## src/rtl/scan_led_pkg.sv

```systemverilog
// Shared definitions for the multiplexed 7-segment scan driver:
// FSM state encoding, digit-count limit and the output polarity helper.
package scan_led_pkg;

  typedef enum logic [1:0] {
    LOAD = 2'd0,
    SHOW = 2'd1,
    GAP  = 2'd2
  } state_e;

  localparam int MAX_DIGITS = 8;

  // Maps a logical "active" level to the pin level for the chosen polarity.
  function automatic logic apply_pol(input logic active, input logic active_low);
    return active ^ active_low;
  endfunction

endpackage

```

## src/rtl/scan_slot_timer.sv

```systemverilog
// Slot counter shared by the SHOW and GAP phases: counts up from 0,
// flags the terminal count and restarts whenever the slot ends.
module scan_slot_timer #(
  parameter int CW = 4
) (
  input  logic          clk,
  input  logic          rst,
  input  logic          restart_i,
  input  logic [CW-1:0] last_i,
  output logic [CW-1:0] cnt_next_o,
  output logic          tc_o
);

  logic [CW-1:0] cnt_q;
  logic [CW-1:0] cnt_d;

  always_comb begin
    cnt_d = restart_i ? '0 : cnt_q + 1'b1;
  end

  always_ff @(posedge clk or posedge rst) begin
    if (rst) cnt_q <= '0;
    else     cnt_q <= cnt_d;
  end

  assign cnt_next_o = cnt_d;
  assign tc_o       = (cnt_q == last_i);

endmodule

```

## src/rtl/scan_led_mux.sv

```systemverilog
// Parametrised scan driver for multiplexed 7-segment displays with frame snapshot,
// dot/blank masks and anti-ghosting gap. Optional macro: SCAN_LED_BRIGHTNESS_EN.
module scan_led_mux
  import scan_led_pkg::*;
#(
  parameter int NUM_DIGITS     = 6,
  parameter int SCAN_TICKS     = 50000,
  parameter int BLANK_TICKS    = 0,
  parameter int SEL_ACTIVE_LOW = 1,
  parameter int DOT_ACTIVE_LOW = 1
) (
  input  logic                    sys_clk,
  input  logic                    rst,
  input  logic [4*NUM_DIGITS-1:0] digits_in,
  input  logic [NUM_DIGITS-1:0]   dots_in,
  input  logic [NUM_DIGITS-1:0]   blank_in,
`ifdef SCAN_LED_BRIGHTNESS_EN
  input  logic [3:0]              brightness,
`endif
  output logic [3:0]              bcd_out,
  output logic                    dot_out,
  output logic [NUM_DIGITS-1:0]   led_sel,
  output logic                    frame_start
);

  localparam int MAXT = (SCAN_TICKS > BLANK_TICKS) ? SCAN_TICKS : BLANK_TICKS;
  localparam int CW   = $clog2(MAXT + 1);
  localparam int IW   = (NUM_DIGITS > 1) ? $clog2(NUM_DIGITS) : 1;
  localparam logic [CW-1:0] SCAN_LAST = CW'(SCAN_TICKS - 1);
  localparam logic [CW-1:0] GAP_LAST  = CW'((BLANK_TICKS > 0) ? BLANK_TICKS - 1 : 0);
  localparam logic [IW-1:0] IDX_TOP   = IW'(NUM_DIGITS - 1);
  localparam logic          SEL_LOW   = (SEL_ACTIVE_LOW != 0);
  localparam logic          DOT_LOW   = (DOT_ACTIVE_LOW != 0);
  localparam logic [NUM_DIGITS-1:0] SEL_IDLE = SEL_LOW ? '1 : '0;

  state_e                  state_q, state_d;
  logic [IW-1:0]           idx_q, idx_d;
  logic [4*NUM_DIGITS-1:0] digits_q, digits_d;
  logic [NUM_DIGITS-1:0]   dots_q, dots_d;
  logic [NUM_DIGITS-1:0]   blank_q, blank_d;
  logic [3:0]              bcd_q, bcd_d;
  logic                    dot_q, dot_d;
  logic [NUM_DIGITS-1:0]   led_sel_q, led_sel_d;
  logic                    frame_start_q, frame_start_d;

  logic                    slot_end;
  logic                    next_digit;
  logic                    slot_tc;
  logic [CW-1:0]           slot_cnt_next;
  logic                    lit;
  logic                    bright_ok;
  logic [NUM_DIGITS-1:0]   sel_act;

  scan_slot_timer #(.CW(CW)) u_timer (
    .clk        (sys_clk),
    .rst        (rst),
    .restart_i  (slot_end),
    .last_i     ((state_q == GAP) ? GAP_LAST : SCAN_LAST),
    .cnt_next_o (slot_cnt_next),
    .tc_o       (slot_tc)
  );

  always_comb begin
    state_d    = state_q;
    idx_d      = idx_q;
    slot_end   = 1'b0;
    next_digit = 1'b0;
    case (state_q)
      LOAD: begin
        state_d  = SHOW;
        idx_d    = IDX_TOP;
        slot_end = 1'b1;
      end
      SHOW: if (slot_tc) begin
        slot_end = 1'b1;
        if (BLANK_TICKS > 0) state_d = GAP;
        else                 next_digit = 1'b1;
      end
      GAP: if (slot_tc) begin
        slot_end   = 1'b1;
        next_digit = 1'b1;
      end
      default: state_d = LOAD;
    endcase
    // Scan runs MSD first; wrapping past digit 0 starts a new frame.
    if (next_digit) begin
      if (idx_q != '0) begin
        state_d = SHOW;
        idx_d   = idx_q - 1'b1;
      end else begin
        state_d = LOAD;
      end
    end
  end

  assign digits_d = (state_q == LOAD) ? digits_in : digits_q;
  assign dots_d   = (state_q == LOAD) ? dots_in   : dots_q;
  assign blank_d  = (state_q == LOAD) ? blank_in  : blank_q;

`ifdef SCAN_LED_BRIGHTNESS_EN
  localparam int PHASE_DIV = (SCAN_TICKS >= 16) ? SCAN_TICKS / 16 : 1;
  logic [3:0] bright_q, bright_d;
  assign bright_d  = (state_q == LOAD) ? brightness : bright_q;
  assign bright_ok = (int'(slot_cnt_next) / PHASE_DIV) <= int'(bright_d);
`else
  logic unused_cnt;
  assign unused_cnt = ^slot_cnt_next;
  assign bright_ok  = 1'b1;
`endif

  // Outputs are derived from next-state values so they change on the same edge as the FSM.
  assign lit = (state_d == SHOW) && !blank_d[idx_d] && bright_ok;

  generate
    for (genvar gi = 0; gi < NUM_DIGITS; gi++) begin : g_sel
      assign sel_act[gi]   = lit && (idx_d == IW'(gi));
      assign led_sel_d[gi] = apply_pol(sel_act[gi], SEL_LOW);
    end
  endgenerate

  always_comb begin
    bcd_d         = bcd_q;
    dot_d         = apply_pol(lit && dots_d[idx_d], DOT_LOW);
    frame_start_d = (state_d == LOAD);
    if (state_d == SHOW) bcd_d = digits_d[int'(idx_d)*4 +: 4];
  end

  always_ff @(posedge sys_clk or posedge rst) begin
    if (rst) begin
      state_q       <= LOAD;
      idx_q         <= IDX_TOP;
      digits_q      <= '0;
      dots_q        <= '0;
      blank_q       <= '0;
      bcd_q         <= '0;
      dot_q         <= DOT_LOW;
      led_sel_q     <= SEL_IDLE;
      frame_start_q <= 1'b0;
    end else begin
      state_q       <= state_d;
      idx_q         <= idx_d;
      digits_q      <= digits_d;
      dots_q        <= dots_d;
      blank_q       <= blank_d;
      bcd_q         <= bcd_d;
      dot_q         <= dot_d;
      led_sel_q     <= led_sel_d;
      frame_start_q <= frame_start_d;
    end
  end

`ifdef SCAN_LED_BRIGHTNESS_EN
  always_ff @(posedge sys_clk or posedge rst) begin
    if (rst) bright_q <= '0;
    else     bright_q <= bright_d;
  end
`endif

  assign bcd_out     = bcd_q;
  assign dot_out     = dot_q;
  assign led_sel     = led_sel_q;
  assign frame_start = frame_start_q;

endmodule

```

## config.mk

```make
export PLATFORM = sky130hd
export DESIGN_NAME = scan_led_mux
export DESIGN_NICKNAME = d
export VERILOG_FILES = /design/src/rtl/scan_led_pkg.sv /design/src/rtl/scan_slot_timer.sv /design/src/rtl/scan_led_mux.sv
export SDC_FILE = /design/constraint.sdc
export NUM_CORES = 1
export LEC_CHECK = 0
export ABC_AREA = 1
export CAP_MARGIN = 0
export CORE_ASPECT_RATIO = 1.5
export CORE_MARGIN = 8
export CORE_UTILIZATION = 55
export CTS_BUF_LIST = sky130_fd_sc_hd__clkbuf_16
export CTS_CLUSTER_DIAMETER = 150
export DETAILED_ROUTE_END_ITERATION = 6
export PLACE_DENSITY = 0.8
export SLEW_MARGIN = 20
export SYNTH_ARGS = -nofsm -noshare
export SYNTH_HDL_FRONTEND = slang
export SYNTH_SLANG_ARGS = --single-unit
export TNS_END_PERCENT = 1
```

## constraint.sdc

```tcl
create_clock -name sys_clk -period 3.3 [get_ports sys_clk]
set_input_delay 0.33 -clock sys_clk [delete_from_list [all_inputs] [get_ports sys_clk]]
set_output_delay 0.33 -clock sys_clk [all_outputs]
set_load 0.01 [all_outputs]
```

# Yosys cells after proc, flatten, opt, wreduce, memory -nomap -nowiden

Cells that the tools add are included.

Logic and storage cells: 62
Register bits: 69
Input bits: 38

Equality and inequality tests: 9
Add/sub/neg operators: 2
Shifts and indexed selects: 1
Bitwise operators: 7
Multiplexer cells: 18
Reduce and logical (&&, ||, !) cells: 14
Magnitude comparators: 1

Operators by type and width:

| operator                                                               | number |
|---|---|
| 16-bit 2-to-1 mux                                                      | 2 |
| 24-bit 2-to-1 mux                                                      | 1 |
| 24-bit by 6-bit indexed part select with 4-bit output                  | 1 |
| 16-bit by 1-bit adder with 16-bit output (second input constant)       | 1 |
| 16-bit equality test                                                   | 1 |
| 6-bit 2-to-1 mux                                                       | 2 |
| 3-bit 2-to-1 mux                                                       | 3 |
| 1-bit logical AND                                                      | 8 |
| 1-bit NOT                                                              | 7 |
| 1-bit binary-select mux with 3-bit select                              | 2 |
| 3-bit by 2-bit equality test with 1-bit output (second input constant) | 2 |
| 3-bit equality test (second input constant)                            | 2 |
| 1-bit 2-to-1 mux                                                       | 5 |
| 2-bit by 1-bit equality test with 1-bit output (second input constant) | 2 |
| 2-bit logical NOT                                                      | 2 |
| 3-bit by 4-bit < comparator with 1-bit output (second input constant)  | 1 |
| 2-bit case mux with 2 select lines                                     | 1 |
| 3-bit by 1-bit equality test with 1-bit output (second input constant) | 1 |
| 3-bit logical NOT                                                      | 1 |
| 3-bit nonzero test                                                     | 1 |
| 3-bit by 1-bit subtractor with 3-bit output (second input constant)    | 1 |
| 2-bit equality test (second input constant)                            | 1 |
| 2-bit 2-to-1 mux                                                       | 1 |
| 1-bit case mux with 2 select lines                                     | 1 |
| 2 further kinds                                                        | 2 |

# Longest topological paths before layout

Gate-level depths: netlist (run 1).

Word-level depth: 12
Gate-level depth with buffers: 17
Mapped depth without buffers: 16

# Modules after synthesis

From an unflattened synthesis (run 1), not the netlist that was laid out.

Cells, all modules: 504
Area, all modules: 3824.9 um^2

Modules (own cells, without submodules):

| module          | area each (um^2) | cells an instance | instances | seq. area each (um^2) |
|---|---|---|---|---|
| scan_led_mux    | 2761.4           | 345               | 1         | 1337.5 |
| scan_slot_timer | 1063.5           | 159               | 1         | 400.4 |

# Worst setup path after synthesis (run 1)

Ideal clock, no wire load.

Path kind: reg-to-reg
Start: register state_q[0]
End: register u_timer.cnt_q[6]
Cell stages (with the launch flop): 10
Setup slack: 1.350 ns
Arrival: 1.827 ns
Required time: 3.177 ns
Library setup time: 0.123 ns
Period minus slack after synthesis: 1.950 ns
Cells stage by stage: dfrtp_1 > inv_1 > ha_1 > buf_6 > nand4_1 > nand2_2 > nand3_4 > a21oi_1 > buf_2 > nor3b_1

Longest elaborated chain between the ends: 6
Elaborated cells between the ends (all ways): 9

RTL lines:

| item                                   | line                                   | source |
|---|---|---|
| start: declaration                     | scan_led_mux.sv:36                     | `state_e state_q, state_d;` |
| start signal: assignment               | scan_led_mux.sv:140                    | `state_q <= state_d;` |
| 2-bit equality test                    | scan_led_mux.sv:58, scan_led_mux.sv:68 |  |
| 16-bit 2-to-1 mux                      | scan_led_mux.sv:58                     | `.last_i ((state_q == GAP) ? GAP_LAST : SCAN_LAST),` |
| 16-bit equality test                   | scan_slot_timer.sv:27                  | `assign tc_o = (cnt_q == last_i);` |
| 1-bit 2-to-1 mux                       | scan_led_mux.sv:74, scan_led_mux.sv:79 |  |
| 1-bit case mux with 2 select lines (*) | scan_led_mux.sv:68                     | `case (state_q)` |
| 16-bit 2-to-1 mux (*)                  | scan_slot_timer.sv:18                  | `cnt_d = restart_i ? '0 : cnt_q + 1'b1;` |
| named net slot_cnt_next[6]             | scan_led_mux.sv:49                     | `logic [CW-1:0] slot_cnt_next;` |
| end signal: assignment                 | scan_slot_timer.sv:23                  | `else cnt_q <= cnt_d;` |
| end: declaration                       | scan_slot_timer.sv:14                  | `logic [CW-1:0] cnt_q;` |

The timed path passes the listed nets; every way through them passes the cells marked *.
A chain may end at the register's enable or synchronous reset.

# Final worst setup path (run 1)

Start: register state_q[0]
End: register led_sel_q[0] (netlist: led_sel[0])

Longest elaborated chain between the ends: 12
Elaborated cells between the ends (all ways): 22

RTL lines:

| item                                      | line                                   | source |
|---|---|---|
| 2-bit equality test                       | scan_led_mux.sv:58, scan_led_mux.sv:68 |  |
| 16-bit 2-to-1 mux                         | scan_led_mux.sv:58                     |  |
| 16-bit equality test                      | scan_slot_timer.sv:27                  |  |
| 1-bit 2-to-1 mux                          | scan_led_mux.sv:79                     | `GAP: if (slot_tc) begin` |
| 1-bit 2-to-1 mux                          | --                                     |  |
| 3-bit 2-to-1 mux                          | scan_led_mux.sv:86                     | `if (next_digit) begin` |
| 1-bit binary-select mux with 3-bit select | scan_led_mux.sv:112                    | `assign lit = (state_d == SHOW) && !blank_d[idx_d] && bright_ok;` |
| 1-bit 2-to-1 mux (not written as such)    | scan_led_mux.sv:112                    |  |
| 1-bit logical NOT                         | scan_led_mux.sv:112                    |  |
| 1-bit logical AND                         | scan_led_mux.sv:112                    |  |
| 1-bit logical AND (*)                     | scan_led_mux.sv:116                    | `assign sel_act[gi] = lit && (idx_d == IW'(gi));` |
| 1-bit NOT (no line) (*)                   | --                                     |  |
| named net led_sel_d[0]                    | scan_led_mux.sv:43                     | `logic [NUM_DIGITS-1:0] led_sel_q, led_sel_d;` |
| end signal: assignment                    | scan_led_mux.sv:147                    | `led_sel_q <= led_sel_d;` |
| end: declaration                          | scan_led_mux.sv:43                     |  |

The timed path passes the listed nets; every way through them passes the cells marked *. The select of a mux whose other input is x is not followed.

==> metrics.txt, run 1 <==
Setup Skew 0.00556 ns; row cnt 36; P&R area growth vs syn 22.6%; syn avg cell area 7.92 um^2; largest cells by area after synthesis dfrtp_1 (41%), nand2_1 (13%), nand3_1 (6.9%); clk buf depth 2; Max IR drop VDD 0.000457 V; ant diodes 0; Critical Path Start Type register; initial antenna violation count 0; initial DRC count 147; Leak 2.20 nW; fraction of registers with async set/reset 100%; Pwr per Cell Area 435 mW/mm^2; Setup CP Type reg2reg; Crit Path Max Fanout 22; status finished, final reports clean; Vias/cell 5.23; post-route insts no fill 593; global placement routability congestion just over 0.8; core area ~0.0065 mm^2; Max Fclk 382 MHz; Synth Cell Area 0.00368 mm^2; DRC 0; routed vias 3103; filler cell count 511; Chip Height 116 um; top cell type's share of synthesized area 40.8%; post-synthesis sequential area ratio ~47%; Tmin final 2.62 ns; Initial Util a little under three fifths; Critical Path Sink Type register; Yosys Warn Count 0; number of distinct library cells after synthesis 32; grt ovf 0; RSZ-0062 raised after global routing no; port bufs 49; Fin. Hold Viols 0; dpl hpwl 6340 um; Worst Path Arrival about 2.9 ns; Final Max Tran Viols 0; Nets 558; Multi-input gate area 0.00162 mm^2; Worst Path Required around 3.6 ns; clock-pin slew on the worst setup and hold paths 0.06 ns; clock sinks 69; worst min path class in2async; final antenna-violating net count 0; cells after synthesis 464; Seq cells post-synth 69; dominant synthesized flop cell dfrtp_1; Post-CTS Setup Bufs 0; Net Count, Synth 510; largest net degree at the start of global routing 39; root buf cell clkbuf_16; Register Area between 0.0015 and 0.002 mm^2; DIE AREA 0.00961 mm^2; top cell type by total area after synthesis dfrtp_1; # resized after CTS 0; final WL 8520 um; Worst-Skew Late Latency 0.33 ns; hold_buf cts 0; Final period util 79.4%; max_cap viols 0; worst slew pin tran 0.695 ns; first drt pass iteration count 4; sum of negative setup slack 0 ns; CTS Buf Count 9; number of flops mapped to enable cells by yosys 0; # setup viols final 0; CTS tree built; placed cell count 577; Avg WL per Cell roughly 14 um; vias in the first global route 3247; share of cells above drive strength 1 14.7%; All-Layer GR Usage roughly a fifth; IO Count 50; H-tree depth 3; die width 82.8 um; slew margin rel. 53.6%; first-pass GRT wire length 14600 um
==> sequential cells by signal (all words and copies together), names as in the netlist <==
signal         cells
bcd_out            4
blank_q            6
digits_q          24
dot_out            1
dots_q             6
frame_start        1
idx_q              3
led_sel            6
state_q            2
u_timer.cnt_q     16
==> path summary, 6_finish.rpt <==
path	start	slack, ns	to	cells past startpoint
setup reg to reg	state_q[0]	0.68	led_sel[0]	14
max in group asynchronous	rst	2.08	dot_out	3
hold / removal	rst	0.44	idx_q[1]	2
min in group sys_clk	u_timer.cnt_q[0]	0.46	u_timer.cnt_q[0]	1
hold reg to reg	u_timer.cnt_q[0]	0.46	u_timer.cnt_q[0]	1
setup / recovery	state_q[0]	0.68	led_sel[0]	14
==> per-layer routing <==
layer	vias up	wire length [um]	share of wire, %	track usage, %
met5	-	0	0	0
met3	21	260	3.1	4.01
li1	1551	-	-	-
met4	0	214	2.5	7.98
met2	71	4850	57	36.0
met1	1460	3190	37	20.6
==> cells by family after synthesis <==
family | count (synthesis) | share of synthesized area [%]
DFF | 69 | 47.3
adders and majority gates | 8 | 2.72
AOI/OAI and AO/OA | 33 | 5.04
buffers and inverters | 78 | 8.78
xor gates and xnor gates | 5 | 1.19
and+or+nand+nor | 271 | 35.0
==> cells in the final DEF (no fill, tap or decap), types with 6 or more instances in the layout <==
cell type / netlist / layout
clkdlybuf4s50_1: 0 / 49
nand2_2: 8 / 8
ha_1: 8 / 8
nand2_1: 124 / 124
nor3_1: 6 / 6
nor2_1: 41 / 41
o21ai_0: 24 / 24
inv_1: 56 / 55
dfstp_2: 9 / 9
clkbuf_16: 0 / 9
dfrtp_1: 60 / 60
inv_2: 5 / 6
or2_2: 20 / 20
nand3_1: 51 / 51
==> Yosys cell counts (2+ instances only) <==
| master | instances |
|---|---|
| nand2_1 | 124 |
| dfrtp_1 | 60 |
| inv_1 | 56 |
| nand3_1 | 51 |
| nor2_1 | 41 |
| o21ai_0 | 24 |
| or2_2 | 20 |
| dfstp_2 | 9 |
| clkbuf_1 | 8 |
| ha_1 | 8 |
| nand2_2 | 8 |
| buf_2 | 6 |
| nor3_1 | 6 |
| a21oi_1 | 5 |
| inv_2 | 5 |
| nand4_1 | 4 |
| nor3b_1 | 4 |
| buf_6 | 3 |
| nand2_4 | 3 |
| nor2_4 | 3 |
| xor2_1 | 3 |
| nand3_2 | 2 |
| xnor2_1 | 2 |
==> power by group <==
group	total [mW]	switching, mW	internal, mW
logic	0.119	0.0572	0.0614
clock network	0.958	0.371	0.587
registers	0.881	0.00761	0.874
total	1.96	0.436	1.52
==> critical path, cell delays in order, from the launching register on <==
cell,delay (ns)
dfrtp_1,0.38
inv_1,0.09
ha_1,0.22
inv_1,0.40
nand2_1,0.19
o21ai_0,0.20
inv_1,0.09
nand4_4,0.20
nand2_4,0.20
nand2_1,0.10
nand2_1,0.05
nand2_1,0.05
nand2_1,0.09
a21oi_4,0.20
nand2_1,0.08
==> layout make-up <==
cell class | count | area share [%]
Inverter | 61 | 5.08
Multi-Input combinational cell | 317 | 35.9
Clock buffer | 9 | 5.00
Timing Repair Buffer | 54 | 11.7
Clock inverter | 7 | 1.67
Sequential cell | 69 | 38.6
Tap cell | 76 | 2.11
==> metrics by stage <==
stage / total power [mW] / cell area (um^2) / hold WS (ns) / setup slack (ns) / util, %
final: 1.96 / 4510 / 0.443 / 0.680 / 69.5
after global routing: 2.02 / 4510 / 0.477 / 0.323 / 69.5
after CTS: 1.97 / 4510 / 0.459 / 0.665 / 69.5
after detailed placement: 1.02 / 4210 / 0.451 / 0.684 / 64.8
after global placement: 1.01 / 4210 / 0.449 / 0.812 / 64.8
after floorplan: 0.944 / 3680 / 0.432 / 1.25 / -
Note: power is estimated with default switching activity, not from simulation.
==> run 2, diff against run 1 <==
==> constraint.sdc (replaced) <==
create_clock -name sys_clk -period 2.7 [get_ports sys_clk]
set_input_delay 0.27 -clock sys_clk [delete_from_list [all_inputs] [get_ports sys_clk]]
set_output_delay 0.27 -clock sys_clk [all_outputs]
set_load 0.01 [all_outputs]
==> run 2 against run 1 <==
Clock power up 4%. Clock-buffer cell count is the same. Sequential cell count stayed put. Fmax grew 10%. Worst setup slack worse by 0.36 ns. Via count up 0.74%. Design area shrank 0.78%. Global-route usage grew 0.31 points. Die area unchanged. Non-clock buffer count is the same. Critical endpoint unchanged.
==> metrics.txt, run 2 (synthesis gave the netlist of run 1 again) <==
most frequent cells in the layout nand2_1 (124), dfrtp_1 (60), inv_1 (58) (was nand2_1 (124), dfrtp_1 (60), inv_1 (55)); WP buf/inv 1 (was 3); port bufs 49 (unchanged); status finished, final reports clean (unchanged); slowest stage delay, CP 0.40 ns (about the same); Final period util 88.1% (was 79.4%); largest net degree at the start of global routing 39 (unchanged); Initial Util 56.7% (unchanged); filler cell count 542 (was 511); dpl hpwl 6230 um (was 6340 um); clk buf depth 2 (unchanged); Avg WL per Cell 14.6 um (was 14.4 um); final WL 8640 um (was 8520 um); Vias/cell 5.27 (was 5.23); max_cap viols 0 (unchanged); Worst Path Arrival 2.63 ns (was 2.88 ns); RR Startpoint state_q[0] (unchanged); ant diodes 0 (unchanged); Slowest cell on crit path dfrtp_1 (was inv_1); post-route cell area 0.00447 mm^2 (was 0.00451 mm^2); worst min path class in2async (unchanged); clock-pin slew on the worst setup and hold paths 0.05 ns (was 0.06 ns); endpoint of the worst register-to-register path led_sel[0] (unchanged); r2r setup slk 0.32 ns (was 0.68 ns); Crit Path Max Fanout 22 (unchanged); IO Count 50 (unchanged); initial antenna violation count 0 (unchanged); die width 82.8 um (unchanged); slew margin rel. 61.4% (was 53.6%); clock sinks 69 (unchanged); Multi-input gate area 0.00163 mm^2 (was 0.00162 mm^2); final antenna-violating net count 0 (unchanged); total power 2.23 mW (was 1.96 mW); Fin. Hold Viols 0 (unchanged); Chip Height 116 um (unchanged); Worst Path Required 2.95 ns (was 3.56 ns); Pwr per Cell Area 498 mW/mm^2 (was 435 mW/mm^2); Critical Path Start Type register (unchanged); vias in the first global route 3261 (was 3247); core area 0.00649 mm^2 (unchanged); Max IR drop VDD 0.000431 V (was 0.000457 V); H-tree depth 3 (unchanged); max FFs per register 24 (unchanged); worst slew pin tran 0.577 ns (was 0.695 ns); Worst-Skew Late Latency 0.33 ns (about the same); placed cell areas 0.00421 mm^2 (unchanged); CTS tree built (unchanged); Biggest register digits_q (unchanged); Leak 2.19 nW (was 2.20 nW); first-pass GRT wire length 14700 um (was 14600 um); DIE AREA 0.00961 mm^2 (unchanged); RSZ-0062 raised after global routing no (unchanged); worst-path cell chain inv_1 > ha_2 > nand2_1 > nand2_1 > nand2_1 > nor2_4 > nand3_4 > nand2_4 > nand2_8 > nand2_1 > nand2_1 > nand2_1 > nand2_1 > a21oi_4 > nand2_1 (was inv_1 > ha_1 > inv_1 > nand2_1 > o21ai_0 > inv_1 > nand4_4 > nand2_4 > nand2_1 > nand2_1 > nand2_1 > nand2_1 > a21oi_4 > nand2_1); initial DRC count 163 (was 147); Crit path max-delay family simple AND/OR/NAND/NOR gates (unchanged); global placement routability congestion 0.852 (was 0.829); grt ovf 0 (unchanged); sum of negative setup slack 0 ns (unchanged); Final Max Tran Viols 0 (unchanged); Critical Path Sink Type register (unchanged); row cnt 36 (unchanged); P&R area growth vs syn 21.6% (was 22.6%); Register Area 0.00174 mm^2 (unchanged); Max Fclk 420 MHz (was 382 MHz); DRC 0 (unchanged); most used cell along the critical path nand2_1 (unchanged); commonest non-fill, non-tap cell in the layout nand2_1 (unchanged); share of cells above drive strength 1 14.1% (was 14.7%); All-Layer GR Usage 19.9% (was 19.6%); Setup Skew 0.00458 ns (was 0.00556 ns); path depth of the worst reg2reg path 15 (was 14); # setup viols final 0 (unchanged); Setup CP Type reg2reg (unchanged); CTS Buf Count 9 (unchanged); first drt pass iteration count 4 (unchanged); routed vias 3126 (was 3103); Nets 558 (unchanged); biggest regs digits_q x24, u_timer.cnt_q x16 (unchanged); Tmin final 2.38 ns (was 2.62 ns); root buf cell clkbuf_16 (unchanged)
## run 2: changes by cell type in the layout (fill, tap and decap cells not counted), sizes merged
cell      before  now
bufinv         1    0
clkinv         3    4
clkinvlp       2    0
inv           62   64
## run 2: per-stage QoR
stage | setup WS [ns] | util (%) | instances | hold slack (ns)
6_report | 0.321 | 68.9 | 593 | 0.326
5_1_grt | 0.0562 | 68.9 | 593 | 0.383
4_1_cts | 0.172 | 68.8 | 593 | 0.345
3_5_place_dp | 0.215 | 64.8 | 577 | 0.462
3_3_place_gp | 0.340 | 64.8 | 577 | 0.449
2_1_floorplan | 0.705 | - | 464 | 0.406
## run 2: repair_timing
action                                  CTS  global route
hold buffers                              0             0
endpoints found under the hold margin     0             0
setup buffers                             0             0
endpoints found under the setup margin    0            11
gates resized for setup                   0             2
## run 2: layer usage
metal | vias up | part of all wire, % | global-route usage (%)
met2 | 76 | 56 | 35.7
met3 | 33 | 3.1 | 4.93
met1 | 1474 | 38 | 20.6
met4 | 0 | 3.7 | 9.48
li1 | 1543 | - | -
met5 | - | 0 | 0
## run 2: where the power goes
| part | total, mW | switching, mW | internal (mW) |
|---|---|---|---|
| logic | 0.146 | 0.0705 | 0.0751 |
| clock network | 1.00 | 0.401 | 0.600 |
| registers | 1.08 | 0.00977 | 1.07 |
| total | 2.23 | 0.481 | 1.74 |
## run 2: how the worst max path moves through the flow
stage / startpoint / endpoint / slack (ns) / cells past startpoint
after detailed placement: state_q[0] / led_sel[0] / 0.22 / 15
final: state_q[0] / led_sel[0] / 0.32 / 15
after global placement: state_q[0] / led_sel[1] / 0.34 / 15
after global routing: state_q[0] / bcd_out[1] / 0.06 / 13
after CTS: state_q[0] / bcd_out[1] / 0.17 / 13
after floorplan: rst / bcd_out[0] / 0.71 / 1
## run 2: final cells by class
class                      instances  share of cell area (%)
clock buffer                       9                    5.04
clock inverter                     7                   0.644
inverter                          61                    5.12
multi-input combinational        317                    36.4
sequential                        69                    38.9
tap                               76                    2.13
timing repair buffer              54                    11.8
## run 2: worst reg2reg max path, stage by stage, from the launching register on
cell     delay (ns)
dfrtp_1        0.40
inv_1          0.12
ha_2           0.33
nand2_1        0.09
nand2_1        0.08
nand2_1        0.08
nor2_4         0.16
nand3_4        0.12
nand2_4        0.18
nand2_8        0.15
nand2_1        0.10
nand2_1        0.06
nand2_1        0.05
nand2_1        0.10
a21oi_4        0.20
nand2_1        0.08
==> run 3, diff against run 2 <==
--- a/config.mk
+++ b/config.mk
@@ -13,6 +13,7 @@
 export CTS_BUF_LIST = sky130_fd_sc_hd__clkbuf_16
 export CTS_CLUSTER_DIAMETER = 150
 export DETAILED_ROUTE_END_ITERATION = 6
+export GPL_TIMING_DRIVEN = 0
 export PLACE_DENSITY = 0.8
 export SLEW_MARGIN = 20
 export SYNTH_ARGS = -nofsm -noshare
==> run 3 against run 2 <==
Clock skew about the same. Global-route usage up 0.36 points. Wire length up 1.5%. Non-clock buffer count up 13. Core utilization up 2.0 points. Clock power up 22%. Combinational power about the same. Highest routed layer unchanged.
==> metrics.txt, run 3 (synthesis gave the netlist of run 1 again) <==
Setup CP Type reg2reg (unchanged); Worst-Skew Late Latency 0.33 ns (about the same); Chip Height 116 um (unchanged); filler cell count 519 (was 542); P&R area growth vs syn 25.1% (was 21.6%); routed vias 3174 (was 3126); worst min path class in2async (unchanged); clk buf depth 2 (unchanged); fin util 70.9% (was 68.9%); DIE AREA 0.00961 mm^2 (unchanged); Biggest register digits_q (unchanged); Worst Path Required 2.93 ns (was 2.95 ns); Top Metal Used met4 (unchanged); dpl hpwl 6450 um (was 6230 um); endpoint of the worst register-to-register path u_timer.cnt_q[6] (was led_sel[0]); max_cap viols 0 (unchanged); Critical Path Sink Type register (unchanged); Final Max Tran Viols 0 (unchanged); Initial Util 56.7% (unchanged); Crit Path Max Fanout 10 (was 22); # setup viols final 0 (unchanged); path depth of the worst reg2reg path 8 (was 15); port bufs 49 (unchanged); final antenna-violating net count 0 (unchanged); Max Fclk 396 MHz (was 420 MHz); hold_buf cts 0 (unchanged); Register Area 0.00174 mm^2 (unchanged); initial antenna violation count 0 (unchanged); most frequent cells in the layout nand2_1 (124), dfrtp_1 (60), inv_1 (56) (was nand2_1 (124), dfrtp_1 (60), inv_1 (58)); All-Layer GR Usage 20.2% (was 19.9%); die width 82.8 um (unchanged); commonest non-fill, non-tap cell in the layout nand2_1 (unchanged); clock sinks 69 (unchanged); Avg WL per Cell 14.5 um (was 14.6 um); Critical Path Start Type register (unchanged); Post-CTS Setup Bufs 0 (unchanged); Multi-input gate area 0.00162 mm^2 (was 0.00163 mm^2); Leak 2.25 nW (was 2.19 nW); grt ovf 0 (unchanged); max FFs per register 24 (unchanged); Met2 Wirelength 4930 um (was 4800 um); Tmin final 2.53 ns (was 2.38 ns); IO Count 50 (unchanged); placed cell count 590 (was 577); CTS Buf Count 9 (unchanged); status finished, final reports clean (unchanged); DRC 0 (unchanged); Final period util 93.6% (was 88.1%); M1 WL 3270 um (was 3240 um); RSZ-0062 raised after global routing no (unchanged); ant diodes 0 (unchanged); Nets 571 (was 558); global placement routability congestion 0.877 (was 0.852); core area 0.00649 mm^2 (unchanged); Fin. Hold Viols 0 (unchanged); row cnt 36 (unchanged); first-pass GRT wire length 15100 um (was 14700 um); worst slew pin tran 0.672 ns (was 0.577 ns); root buf cell clkbuf_16 (unchanged); Vias/cell 5.24 (was 5.27); H-tree depth 3 (unchanged); first drt pass iteration count 4 (unchanged); initial DRC count 137 (was 163); CTS tree built (unchanged); RR Startpoint state_q[0] (unchanged); Pwr per Cell Area 530 mW/mm^2 (was 498 mW/mm^2); Setup Skew 0.00450 ns (was 0.00458 ns); post-route insts no fill 606 (was 593); Worst Path Arrival 2.76 ns (was 2.63 ns); final WL 8770 um (was 8640 um); share of cells above drive strength 1 14.9% (was 14.1%); largest net degree at the start of global routing 56 (was 39); r2r setup slk 0.17 ns (was 0.32 ns); Max IR drop VDD 0.000551 V (was 0.000431 V); vias in the first global route 3439 (was 3261); metal3 WL 332 um (was 268 um); # resized after CTS 0 (unchanged); slew margin rel. 55.2% (was 61.4%); clock-pin slew on the worst setup and hold paths 0.05 ns (about the same); biggest regs digits_q x24, u_timer.cnt_q x16 (unchanged)
==> run 3: cell count changes in the layout (fill, tap and decap cells not counted), moves of 2 or more <==
cell       previous run  this run
buf_2                 0         6
buf_4                 5         0
buf_6                 0         3
bufinv_16             0         2
clkbuf_1              0         8
inv_1                58        56
==> run 3: power breakdown <==
part | total [mW] | leakage (nW) | switching, mW | internal, mW
sequential | 1.08 | 0.825 | 0.00935 | 1.07
clock | 1.22 | 0.155 | 0.421 | 0.794
combinational | 0.146 | 1.27 | 0.0683 | 0.0777
total | 2.44 | 2.25 | 0.498 | 1.94
==> run 3: how the worst max path moves through the flow <==
stage	start	end	slack [ns]	cells after the start
floorplan	rst	bcd_out[0]	0.71	1
global placement	rst	digits_q[3]	-0.38	2
detailed placement	state_q[0]	u_timer.cnt_q[6]	0.21	8
CTS	state_q[0]	u_timer.cnt_q[6]	0.18	8
global route	state_q[0]	u_timer.cnt_q[6]	0.02	8
finish	state_q[0]	u_timer.cnt_q[6]	0.17	8
==> run 3: layout make-up <==
| type | instances | area share [%] |
|---|---|---|
| buffer | 17 | 2.04 |
| timing repair buffer | 50 | 11.3 |
| clock buffer | 9 | 4.90 |
| clock inverter | 7 | 1.77 |
| sequential | 69 | 37.8 |
| tap | 76 | 2.07 |
| multi-input combinational | 317 | 35.1 |
| inverter | 61 | 5.03 |
==> run 3: per-stage QoR <==
| step | worst slack (ns) | TNS, ns | total power, mW | hold slack (ns) | cell area (um^2) |
|---|---|---|---|---|---|
| after floorplan | 0.705 | 0 | 1.15 | 0.406 | 3680 |
| after global placement | -0.383 | -22.79 | 1.23 | 0.450 | 4260 |
| after detailed placement | 0.215 | 0 | 1.24 | 0.456 | 4290 |
| after CTS | 0.185 | 0 | 2.45 | 0.217 | 4600 |
| after global routing | 0.0199 | 0 | 2.51 | 0.239 | 4600 |
| final | 0.173 | 0 | 2.44 | 0.216 | 4600 |
==> run 3: worst max-delay path, stage by stage (launching register included) <==
cell,delay [ns]
dfrtp_1,0.37
inv_1,0.09
ha_1,0.24
inv_1,0.13
clkbuf_1,0.33
clkbuf_1,0.43
a21oi_1,0.33
buf_2,0.29
nor3b_1,0.22
==> run 3: layer usage <==
| metal | vias to the layer above | track usage, % |
|---|---|---|
| met2 | 83 | 36.0 |
| met5 | - | 0 |
| met4 | 0 | 12.6 |
| li1 | 1573 | - |
| met1 | 1496 | 21.2 |
| met3 | 22 | 3.24 |
